`src/rtl/mem_arb_pkg.sv`:
```
// Shared types for the two-master memory port arbiter: FSM states, owner
// identity, default parameter values and the debug view of the FSM.
package mem_arb_pkg;

   localparam int DEF_ADDR_WIDTH = 8;
   localparam int DEF_DATA_WIDTH = 32;
   localparam int DEF_TIMEOUT    = 64;

   typedef enum logic [1:0] {
      IDLE        = 2'd0,
      WAIT_GNT    = 2'd1,
      WAIT_RVALID = 2'd2
   } arb_state_e;

   typedef enum logic {
      INSTR = 1'b0,
      DATA  = 1'b1
   } owner_e;

   typedef struct packed {
      arb_state_e state;
      owner_e     owner;
      owner_e     last_owner;
   } arb_dbg_t;

   function automatic owner_e other_owner(input owner_e o);
      return (o == INSTR) ? DATA : INSTR;
   endfunction

endpackage

```
`src/rtl/mem_arb_rr_pick.sv`:
```
// Round-robin winner between the fetch and load/store masters.
// A lone requester always wins; on contention the master not granted last wins.
module mem_arb_rr_pick
   import mem_arb_pkg::*;
(
   input  logic   instr_req_i,
   input  logic   data_req_i,
   input  owner_e last_owner_i,
   output owner_e winner_o
);

   always_comb begin
      winner_o = INSTR;
      if (instr_req_i && data_req_i) begin
         winner_o = other_owner(last_owner_i);
      end else if (data_req_i) begin
         winner_o = DATA;
      end
   end

endmodule

```
`src/rtl/mem_port_arbiter.sv`:
```
// Shares one req/gnt/rvalid memory port between a fetch master and a
// load/store master, one transaction in flight, with a response timeout.
module mem_port_arbiter
   import mem_arb_pkg::*;
#(
   parameter int ADDR_WIDTH = DEF_ADDR_WIDTH,
   parameter int DATA_WIDTH = DEF_DATA_WIDTH,
   parameter int TIMEOUT    = DEF_TIMEOUT
) (
   input  logic                    clk,
   input  logic                    rst,

   input  logic                    instr_req_i,
   input  logic [ADDR_WIDTH-1:0]   instr_addr_i,
   output logic                    instr_gnt_o,
   output logic                    instr_rvalid_o,
   output logic [DATA_WIDTH-1:0]   instr_rdata_o,

   input  logic                    data_req_i,
   input  logic                    data_we_i,
   input  logic [DATA_WIDTH/8-1:0] data_be_i,
   input  logic [ADDR_WIDTH-1:0]   data_addr_i,
   input  logic [DATA_WIDTH-1:0]   data_wdata_i,
   output logic                    data_gnt_o,
   output logic                    data_rvalid_o,
   output logic [DATA_WIDTH-1:0]   data_rdata_o,

   output logic                    mem_req_o,
   output logic                    mem_we_o,
   output logic [DATA_WIDTH/8-1:0] mem_be_o,
   output logic [ADDR_WIDTH-1:0]   mem_addr_o,
   output logic [DATA_WIDTH-1:0]   mem_wdata_o,
   input  logic                    mem_gnt_i,
   input  logic                    mem_rvalid_i,
   input  logic [DATA_WIDTH-1:0]   mem_rdata_i,

   output logic                    timeout_o
);

   localparam int                   CNT_WIDTH = $clog2(TIMEOUT + 1);
   localparam logic [CNT_WIDTH-1:0] CNT_LAST  = CNT_WIDTH'(TIMEOUT - 1);
   localparam logic [CNT_WIDTH-1:0] CNT_ONE   = CNT_WIDTH'(1);

   arb_state_e             state_q, state_d;
   owner_e                 owner_q, owner_d;
   owner_e                 last_owner_q, last_owner_d;
   logic [CNT_WIDTH-1:0]   cnt_q, cnt_d;

   owner_e                 pick;
   logic                   in_wait_gnt;
   logic                   in_wait_rvalid;
   logic                   owner_is_data;
   logic                   timeout_hit;
   arb_dbg_t               dbg;

   mem_arb_rr_pick u_pick (
      .instr_req_i  (instr_req_i),
      .data_req_i   (data_req_i),
      .last_owner_i (last_owner_q),
      .winner_o     (pick)
   );

   assign in_wait_gnt    = (state_q == WAIT_GNT);
   assign in_wait_rvalid = (state_q == WAIT_RVALID);
   assign owner_is_data  = (owner_q == DATA);

   // The TIMEOUT-th response cycle expires unless the response shows up in it.
   assign timeout_hit = in_wait_rvalid && (cnt_q == CNT_LAST) && !mem_rvalid_i;

   always_comb begin
      state_d      = state_q;
      owner_d      = owner_q;
      last_owner_d = last_owner_q;
      cnt_d        = cnt_q;
      unique case (state_q)
         IDLE: begin
            if (instr_req_i || data_req_i) begin
               state_d = WAIT_GNT;
               owner_d = pick;
            end
         end
         WAIT_GNT: begin
            if (mem_gnt_i) begin
               state_d      = WAIT_RVALID;
               last_owner_d = owner_q;
               cnt_d        = '0;
            end
         end
         WAIT_RVALID: begin
            if (mem_rvalid_i || timeout_hit) begin
               state_d = IDLE;
               cnt_d   = '0;
            end else begin
               cnt_d = cnt_q + CNT_ONE;
            end
         end
         default: begin
            state_d = IDLE;
            cnt_d   = '0;
         end
      endcase
   end

   always_ff @(posedge clk) begin
      if (rst) begin
         state_q      <= IDLE;
         owner_q      <= INSTR;
         last_owner_q <= DATA;
         cnt_q        <= '0;
      end else begin
         state_q      <= state_d;
         owner_q      <= owner_d;
         last_owner_q <= last_owner_d;
         cnt_q        <= cnt_d;
      end
   end

   // Memory side follows the owner's live inputs; fetches are full-word reads.
   assign mem_req_o   = in_wait_gnt;
   assign mem_addr_o  = owner_is_data ? data_addr_i  : instr_addr_i;
   assign mem_we_o    = owner_is_data ? data_we_i    : 1'b0;
   assign mem_be_o    = owner_is_data ? data_be_i    : '1;
   assign mem_wdata_o = owner_is_data ? data_wdata_i : '0;

   assign instr_gnt_o    = mem_gnt_i    && in_wait_gnt    && !owner_is_data;
   assign data_gnt_o     = mem_gnt_i    && in_wait_gnt    &&  owner_is_data;
   assign instr_rvalid_o = mem_rvalid_i && in_wait_rvalid && !owner_is_data;
   assign data_rvalid_o  = mem_rvalid_i && in_wait_rvalid &&  owner_is_data;
   assign instr_rdata_o  = mem_rdata_i;
   assign data_rdata_o   = mem_rdata_i;
   assign timeout_o      = timeout_hit;

   assign dbg = '{state: state_q, owner: owner_q, last_owner: last_owner_q};

   a_gnt_exclusive: assert property (@(posedge clk) disable iff (rst)
      !(instr_gnt_o && data_gnt_o));
   a_rvalid_exclusive: assert property (@(posedge clk) disable iff (rst)
      !(instr_rvalid_o && data_rvalid_o));
   a_state_legal: assert property (@(posedge clk) disable iff (rst)
      dbg.state inside {IDLE, WAIT_GNT, WAIT_RVALID});
   a_owner_held: assert property (@(posedge clk) disable iff (rst)
      (dbg.state != IDLE) |-> (owner_d == dbg.owner));
   a_last_is_owner: assert property (@(posedge clk) disable iff (rst)
      (dbg.state == WAIT_RVALID) |-> (dbg.last_owner == dbg.owner));
   a_cnt_range: assert property (@(posedge clk) disable iff (rst)
      cnt_q <= CNT_LAST);
   a_rvalid_beats_timeout: assert property (@(posedge clk) disable iff (rst)
      timeout_o |-> !mem_rvalid_i);

endmodule

```
`config.mk`:
```
export PLATFORM = sky130hd
export DESIGN_NAME = mem_port_arbiter
export DESIGN_NICKNAME = d
export VERILOG_FILES = /design/src/rtl/mem_arb_pkg.sv /design/src/rtl/mem_arb_rr_pick.sv /design/src/rtl/mem_port_arbiter.sv
export SDC_FILE = /design/constraint.sdc
export NUM_CORES = 1
export LEC_CHECK = 0
export CELL_PAD_IN_SITES_DETAIL_PLACEMENT = 1
export CELL_PAD_IN_SITES_GLOBAL_PLACEMENT = 1
export CORE_MARGIN = 2
export CORE_UTILIZATION = 15
export CTS_BUF_LIST = sky130_fd_sc_hd__clkbuf_16
export DETAILED_ROUTE_END_ITERATION = 10
export PLACE_DENSITY_LB_ADDON = 0.1
export SYNTH_ARGS = -nofsm -noshare
export SYNTH_HDL_FRONTEND = slang
export SYNTH_SLANG_ARGS = --single-unit
```
`constraint.sdc`:
```
create_clock -name clk -period 2.05 [get_ports clk]
set_input_delay 0.615 -clock clk [delete_from_list [all_inputs] [get_ports clk]]
set_output_delay 0.615 -clock clk [all_outputs]
set_load 0.03 [all_outputs]
```
After elaboration in Yosys (flattened, before gate mapping)
Cells that the tools add are included.

Input bits: 91. Output and inout port bits: 115. Register bits after elaboration: 11.

Reduce and logical (&&, ||, !) cells: 18. Add/subtract/negate cells: 1. Equality and inequality tests: 6. Bitwise logic cells: 1. Mux-type cells: 14.

Operators with widths (number): 32-bit 2-to-1 mux (1); 7-bit one-hot mux with 3 select lines (1); 7-bit 2-to-1 mux (2); 1-bit logical AND (9); 8-bit 2-to-1 mux (1); 7-bit by 1-bit adder with 7-bit output (second input constant) (1); 7-bit by 6-bit equality test with 1-bit output (second input constant) (1); 2-bit 2-to-1 mux (3); 2-bit one-hot mux with 3 select lines (1); 2-bit AND reduction (3); 1-bit 2-to-1 mux (4); 4-bit 2-to-1 mux (1); 2-bit != test (second input constant) (2); 3-bit AND reduction (1); 2-bit by 1-bit equality test with 1-bit output (second input constant) (1); 2-bit equality test (second input constant) (1); 1-bit logical NOT (2); 2-bit logical NOT (1); 1-bit logical OR (2); 2-bit by 1-bit != test with 1-bit output (second input constant) (1); 1-bit NOT (1).

Logic depth before layout (Yosys ltp)
Gate-level depths: netlist (run 1).

Depth after elaboration: 6. Depth in mapped cells: 4. Depth with buffers taken out: 4.

Cells and area by module
From an unflattened synthesis (run 1), not the netlist that was laid out.

Cell total of the unflattened synthesis: 174. Area, all modules: 1410.1 um^2.

Modules (own cells, without submodules): mem_port_arbiter (instances 1, cells each 173, area each 1398.8 um^2); mem_arb_rr_pick (instances 1, cells each 1, area each 11.3 um^2).

Worst setup path after synthesis (run 1)
OpenSTA, ideal clock, no wires.

Path kind: in2out. From: input mem_rvalid_i. To: output timeout_o. Stages on the path: 2. Arrival: 1.673 ns. Path slack: -0.238 ns. Required time: 1.435 ns. Cell sequence: nor3b_1 -> nor3b_1.

Cells in the longest elaborated chain, start to end: 2.

Ends and longest elaborated chain: from (decl) (RTL line mem_port_arbiter.sv:34) `input logic mem_rvalid_i,`; 1-bit logical NOT (RTL line mem_port_arbiter.sv:68) `assign timeout_hit = in_wait_rvalid && (cnt_q == CNT_LAST) && !mem_rvalid_i;`; 1-bit logical AND (RTL line mem_port_arbiter.sv:68); to (decl) (RTL line mem_port_arbiter.sv:37) `output logic timeout_o`.

Every way passes these cells.

Final worst setup path (run 1)
From: input data_addr_i[5]. To: output mem_addr_o[5].

Cells in the longest elaborated chain, start to end: 1.

Ends and longest elaborated chain: from (decl) (RTL line mem_port_arbiter.sv:22) `input logic [ADDR_WIDTH-1:0] data_addr_i,`; 8-bit 2-to-1 mux (RTL line mem_port_arbiter.sv:120) `assign mem_addr_o = owner_is_data ? data_addr_i : instr_addr_i;`; to (decl) (RTL line mem_port_arbiter.sv:31) `output logic [ADDR_WIDTH-1:0] mem_addr_o,`.

Every way passes these cells.

==> results_dict.tcl, run 1 <==
set metrics [dict create \
    status "completed" \
    whs_path_depth 2 \
    leakagePower_uw 0.001047 \
    fin_crit_ns 2.031 \
    design_area_um2 2250 \
    cp_top_family "buffers and inverters" \
    die_w_um 98.83 \
    maxSlewViolCount 0 \
    regToRegEndpoint "cnt_q[2]$_SDFFE_PP0P_" \
    fmax_mhz 492.4 \
    gp_congestion 0.6662 \
    yosysUniqueCellTypes 32 \
    r2r_start "cnt_q[0]$_SDFFE_PP0P_" \
    rrSetupSlack_ns 0.51 \
    final_nets 321 \
    hold_slack_ns 0.4413 \
    cts_made_buffers 3 \
    power_uw 1016 \
    cts_tree "built" \
    io_pins 206 \
    num_antenna_cells 0 \
    initial_core_util_pct 15.47 \
    antenna_found_initial 0 \
    clk_pin_slew_ns 0.04 \
    postRouteAntennaNets 0 \
    drt-pass1-iter-count 4 \
    clock-root-buffer "clkbuf_16" \
    crit_arrival_ns 1.42 \
    hold_class "flip-flop to flip-flop" \
    syn_inst 172 \
    syn_avg_cell_area_um2 7.842 \
    ir_drop_v 0.0002318 \
    critPathRequiredTime_ns 1.43 \
    post_dp_cell_area_um2 2097 \
    p_per_area_nw_per_um2 451.7 \
    crit_type "input port to output pin" \
    finalHoldViolCount 0 \
    drt-initial-drc-count 19 \
    core-area_um2 8721 \
    cp-end-kind "output pin" \
    timing.max_cap.violations 0 \
    routed_via_density 3.801 \
    areaGrowthSynthToFinish_pct 66.79 \
    rows 34 \
    grt_pass1_wl_mm 7.134 \
    slew_headroom_pct 70.65 \
    skew_ns 0.002404 \
    setup_viol 0 \
    crit_chain "clkdlybuf4s50_1 -> mux2_4 -> buf_6" \
    h-tree-depth 1 \
    dieArea_um2 9766 \
    grt_max_degree 37 \
    routed_wirelength_mm 4.776 \
    netlist_area_um2 1349 \
    hpwl_mm 3.994 \
    synth_top_cell_area_share_pct 35.62 \
    clock-sinks 11 \
    clk_path_buf_depth 2 \
    avgRoutedWirePerCell_um 14.21 \
    pre_cts_ws_ns -0.2837 \
    die_h_um 98.83 \
    synth_nets 264 \
    insertion_delay_ns 0.24 \
    hp-start "cnt_q[6]$_SDFFE_PP0P_" \
    final_common_cell "buf_4" \
    drive_gt1_share_pct 36.40 \
    rr_worst_depth 5 \
    grt.overflow.total 0 \
    setup-tns-final_ns 0 \
    synth_area_leaders "buf_4 36%, dfxtp_1 16%, and2_1 15%, mux2_2 6.7%, nand2b_1 1.9%" \
    track_usage_pct 9.270 \
    yosys_warnings 0 \
    final_cell_mix "50 x buf_4, 44 x clkdlybuf4s50_1, 33 x and2_1" \
    synth_edf_count 0 \
    io_buffers 109 \
    worst-path-max-fanout 1 \
    synthArstFlopShare_pct 0 \
    vias 1277 \
    crit_slowest_cell "clkdlybuf4s50_1" \
    crit_path_start_kind "input port" \
    rsz0062_at_grt "false" \
    setup_ws_ns 0.01910 \
    slowest_delay_ns 0.40 \
    drc_errors 0 \
    crit_buf_inv 2 \
    synth-seq-area-share_pct 16.33 \
    ys_ff_latch 11 \
    yosys_most_used_dff "dfxtp_1" \
    hold_path_end "cnt_q[6]$_SDFFE_PP0P_" \
    grt_pass1_vias 1380 \
    synth_top_area_cell "buf_4" \
    timing.final.crit_share_pct 99.07 \
    worst_pin_slew_ns 0.4389 \
]
[tightest hold or removal path: stages, from the launching register on]
cell and delay, ns:
dfxtp_1 0.30, o31ai_1 0.06, a21oi_1 0.04
[power breakdown]
group	leakage, µW	internal [µW]	switching (µW)	total, µW
combinational	0.000915	234	205	440
sequential	0.0000894	222	5.36	227
clock	0.0000423	256	93.8	350
total	0.00105	712	304	1020
[sequential cells by signal, summed over array words and instances, names as in the netlist]
signal and flops:
cnt_q 7, last_owner_q 1, state_q 2, owner_is_data 1
[through the flow]
stage | std cells | utilization (%)
2_1_floorplan | 172 | -
3_3_place_gp | 332 | 24.05
3_5_place_dp | 332 | 24.05
4_1_cts | 336 | 25.41
5_1_grt | 336 | 25.80
6_report | 336 | 25.80
[kinds of logic (layout without fill, tap and decap cells)]
family | after synthesis | after routing | share of synthesized area (%)
buffers and inverters | 74 | 130 | 38.50
AND/OR/NAND/NOR | 58 | 58 | 26.72
adder cells (fa/ha/maj) | 1 | 1 | 0.9275
multiplexers | 9 | 9 | 7.421
flip-flops | 11 | 11 | 16.33
AO/OA/AOI/OAI | 19 | 19 | 10.11
[layer usage]
layer | vias to the layer above | wire [µm] | GRT usage, %
li1 | 614 | - | -
met1 | 557 | 1544 | 8.888
met2 | 66 | 2542 | 17.72
met3 | 40 | 439 | 1.489
met4 | 0 | 250 | 6.533
met5 | - | 0 | 0
[cells in the mapped netlist (all sizes together) (2+ instances only)]
library cell  instances
a21oi                 4
a22oi                 4
and2                 33
buf                  65
clkbuf                4
dfxtp                11
inv                   5
mux2                  8
nand2                 5
nand2b                4
nand3                 2
nor2                  2
nor3b                 2
o21ai                 4
o31ai                 3
or3                   3
[layout make-up]
type	count	area [µm²]
Clock buffer	3	75.07
Clock inverter	1	3.754
Fill cell	1028	6471
Inverter	5	18.77
Multi-Input combinational cell	87	653.1
Sequential cell	11	220.2
Tap cell	108	135.1
Timing Repair Buffer	121	1144
[worst max-delay path by stage]
stage	from	endpoint	cells past startpoint
6_report	data_addr_i[5]	mem_addr_o[5]	3
5_1_grt	data_addr_i[4]	mem_addr_o[4]	3
4_1_cts	instr_addr_i[5]	mem_addr_o[5]	3
3_5_place_dp	mem_rvalid_i	timeout_o	4
3_3_place_gp	mem_rvalid_i	timeout_o	4
2_1_floorplan	mem_rvalid_i	timeout_o	2
[timing repair]
action | in CTS | in global routing
hold buffers | 0 | 0
resized for setup | 20 | 14
pin swaps | 1 | 1
setup endpoints to repair | 14 | 7
buffers inserted | 0 | 0
cloned | 0 | 0
(Power assumes the default switching activity.)
==> run 2, diff against run 1 <==
--- a/config.mk
+++ b/config.mk
@@ -12,6 +12,7 @@
 export CTS_BUF_LIST = sky130_fd_sc_hd__clkbuf_16
 export DETAILED_ROUTE_END_ITERATION = 10
 export PLACE_DENSITY_LB_ADDON = 0.1
+export REMOVE_ABC_BUFFERS = 1
 export SYNTH_ARGS = -nofsm -noshare
 export SYNTH_HDL_FRONTEND = slang
 export SYNTH_SLANG_ARGS = --single-unit
==> results_dict.tcl, run 2 (same netlist as run 1, synthesis figures left out) <==
set metrics [dict create \
    fmax_mhz 489.9 \
    areaGrowthSynthToFinish_pct 67.72 \
    die_h_um 98.83 \
    cts_made_buffers 3 \
    clock-sinks 11 \
    hold_slack_ns 0.4531 \
    io_pins 206 \
    largest_reg_flops 7 \
    grt.overflow.total 0 \
    clock-root-buffer "clkbuf_16" \
    pre_cts_ws_ns -0.4156 \
    grt_pass1_wl_mm 9.984 \
    dieArea_um2 9766 \
    crit_type "input port to output pin" \
    antenna_found_initial 0 \
    core-area_um2 8721 \
    die_w_um 98.83 \
    rows 34 \
    final_cell_mix "51 x buf_4, 44 x clkdlybuf4s50_1, 33 x and2_1" \
    comb_power_share_pct 43.5 \
    crit_arrival_ns 1.43 \
    routed_via_density 4.152 \
    track_usage_pct 13.79 \
    grt_pass1_vias 1409 \
    final_cells 336 \
    skew_ns 0.002761 \
    timing.final.crit_share_pct 99.57 \
    drc_errors 0 \
    regMostFlops "cnt_q" \
    h-tree-depth 1 \
    io_buffers 109 \
    drt-initial-drc-count 41 \
    p_seq_share_pct 22.1 \
    crit_path_start_kind "input port" \
    routed_wirelength_mm 7.105 \
    fin_crit_ns 2.041 \
    hold_class "flip-flop to flip-flop" \
    leakagePower_uw 0.001053 \
    hpwl_mm 5.690 \
    drt-pass1-iter-count 4 \
    cts_tree "built" \
    ctsHoldBuffers 0 \
    switchingPower_uw 312.6 \
    cp-end-kind "output pin" \
    status "completed" \
    cellInternalPower_uw 718.7 \
    p_per_area_nw_per_um2 455.9 \
    finalHoldViolCount 0 \
    critPathRequiredTime_ns 1.43 \
    timing.max_cap.violations 0 \
    gp_congestion 0.6946 \
    clockPowerShare_pct 34.4 \
    ir_drop_v 0.0004492 \
    maxSlewViolCount 0 \
    reg_top3 "cnt_q (7), state_q (2)" \
    final_nets 321 \
    worst-path-max-fanout 1 \
    insertion_delay_ns 0.24 \
    setup_ws_ns 0.008825 \
    drive_gt1_share_pct 36.84 \
    num_antenna_cells 0 \
    vias 1395 \
    worst_pin_slew_ns 0.3955 \
    clk_pin_slew_ns 0.04 \
    grt_max_degree 51 \
    final_common_cell "buf_4" \
    dp.cells 331 \
    p_sw_share_pct 30.31 \
    slew_headroom_pct 73.55 \
    setup_viol 0 \
    power_uw 1031 \
    postRouteAntennaNets 0 \
    clk_path_buf_depth 2 \
    avgRoutedWirePerCell_um 21.15 \
    initial_core_util_pct 15.47 \
]
run 2: power by group through the flow:
stage / sequential [µW] / combinational, µW / clock [µW]
2_1_floorplan: 241 / 171 / 0
4_1_cts: 228 / 451 / 362
5_1_grt: 229 / 475 / 390
3_3_place_gp: 231 / 441 / 0
6_report: 228 / 448 / 355
3_5_place_dp: 232 / 438 / 0
run 2: layout make-up:
| type | instances | area (µm²) |
|---|---|---|
| multi-input combinational | 87 | 660.6 |
| clock inverter | 1 | 3.754 |
| tap | 108 | 135.1 |
| inverter | 5 | 18.77 |
| sequential | 11 | 220.2 |
| timing repair buffer | 121 | 1149 |
| fill | 1032 | 6459 |
| clock buffer | 3 | 75.07 |
run 2: layer usage:
metal,share of wire (%),global-route usage [%]
met4,0.38,1.897
met3,23,13.76
met1,43,18.36
met5,0,8.205
met2,34,14.71
run 2: worst paths after layout:
| kind | startpoint | endpoint | slack [ns] | cells past startpoint |
|---|---|---|---|---|
| worst max-delay path | data_addr_i[2] | mem_addr_o[2] | 0.009 | 3 |
| worst min-delay path | cnt_q[6]$_SDFFE_PP0P_ | cnt_q[6]$_SDFFE_PP0P_ | 0.45 | 2 |
| worst max register to register | cnt_q[0]$_SDFFE_PP0P_ | cnt_q[2]$_SDFFE_PP0P_ | 0.49 | 5 |
| worst min register to register | cnt_q[6]$_SDFFE_PP0P_ | cnt_q[6]$_SDFFE_PP0P_ | 0.45 | 2 |
run 2: worst max-delay path, stage by stage:
cell             delay, ns
clkdlybuf4s50_1       0.40
mux2_4                0.27
buf_6                 0.14
run 2: timing repair:
action / in CTS / in global routing
setup buffers: 0 / 1
endpoints found under the hold margin: 0 / 0
setup endpoints to repair: 13 / 7
resized for setup: 28 / 8
pin swaps: 1 / 1
run 2: through the flow:
| stage | setup TNS [ns] | utilization, % | instance area [µm²] |
|---|---|---|---|
| 2_1_floorplan | -0.3660 | - | 848.3 |
| 3_3_place_gp | -0.7465 | 24.13 | 2105 |
| 3_5_place_dp | -0.7342 | 24.13 | 2105 |
| 4_1_cts | 0 | 25.60 | 2232 |
| 5_1_grt | -0.0001368 | 25.94 | 2262 |
| 6_report | 0 | 25.94 | 2262 |
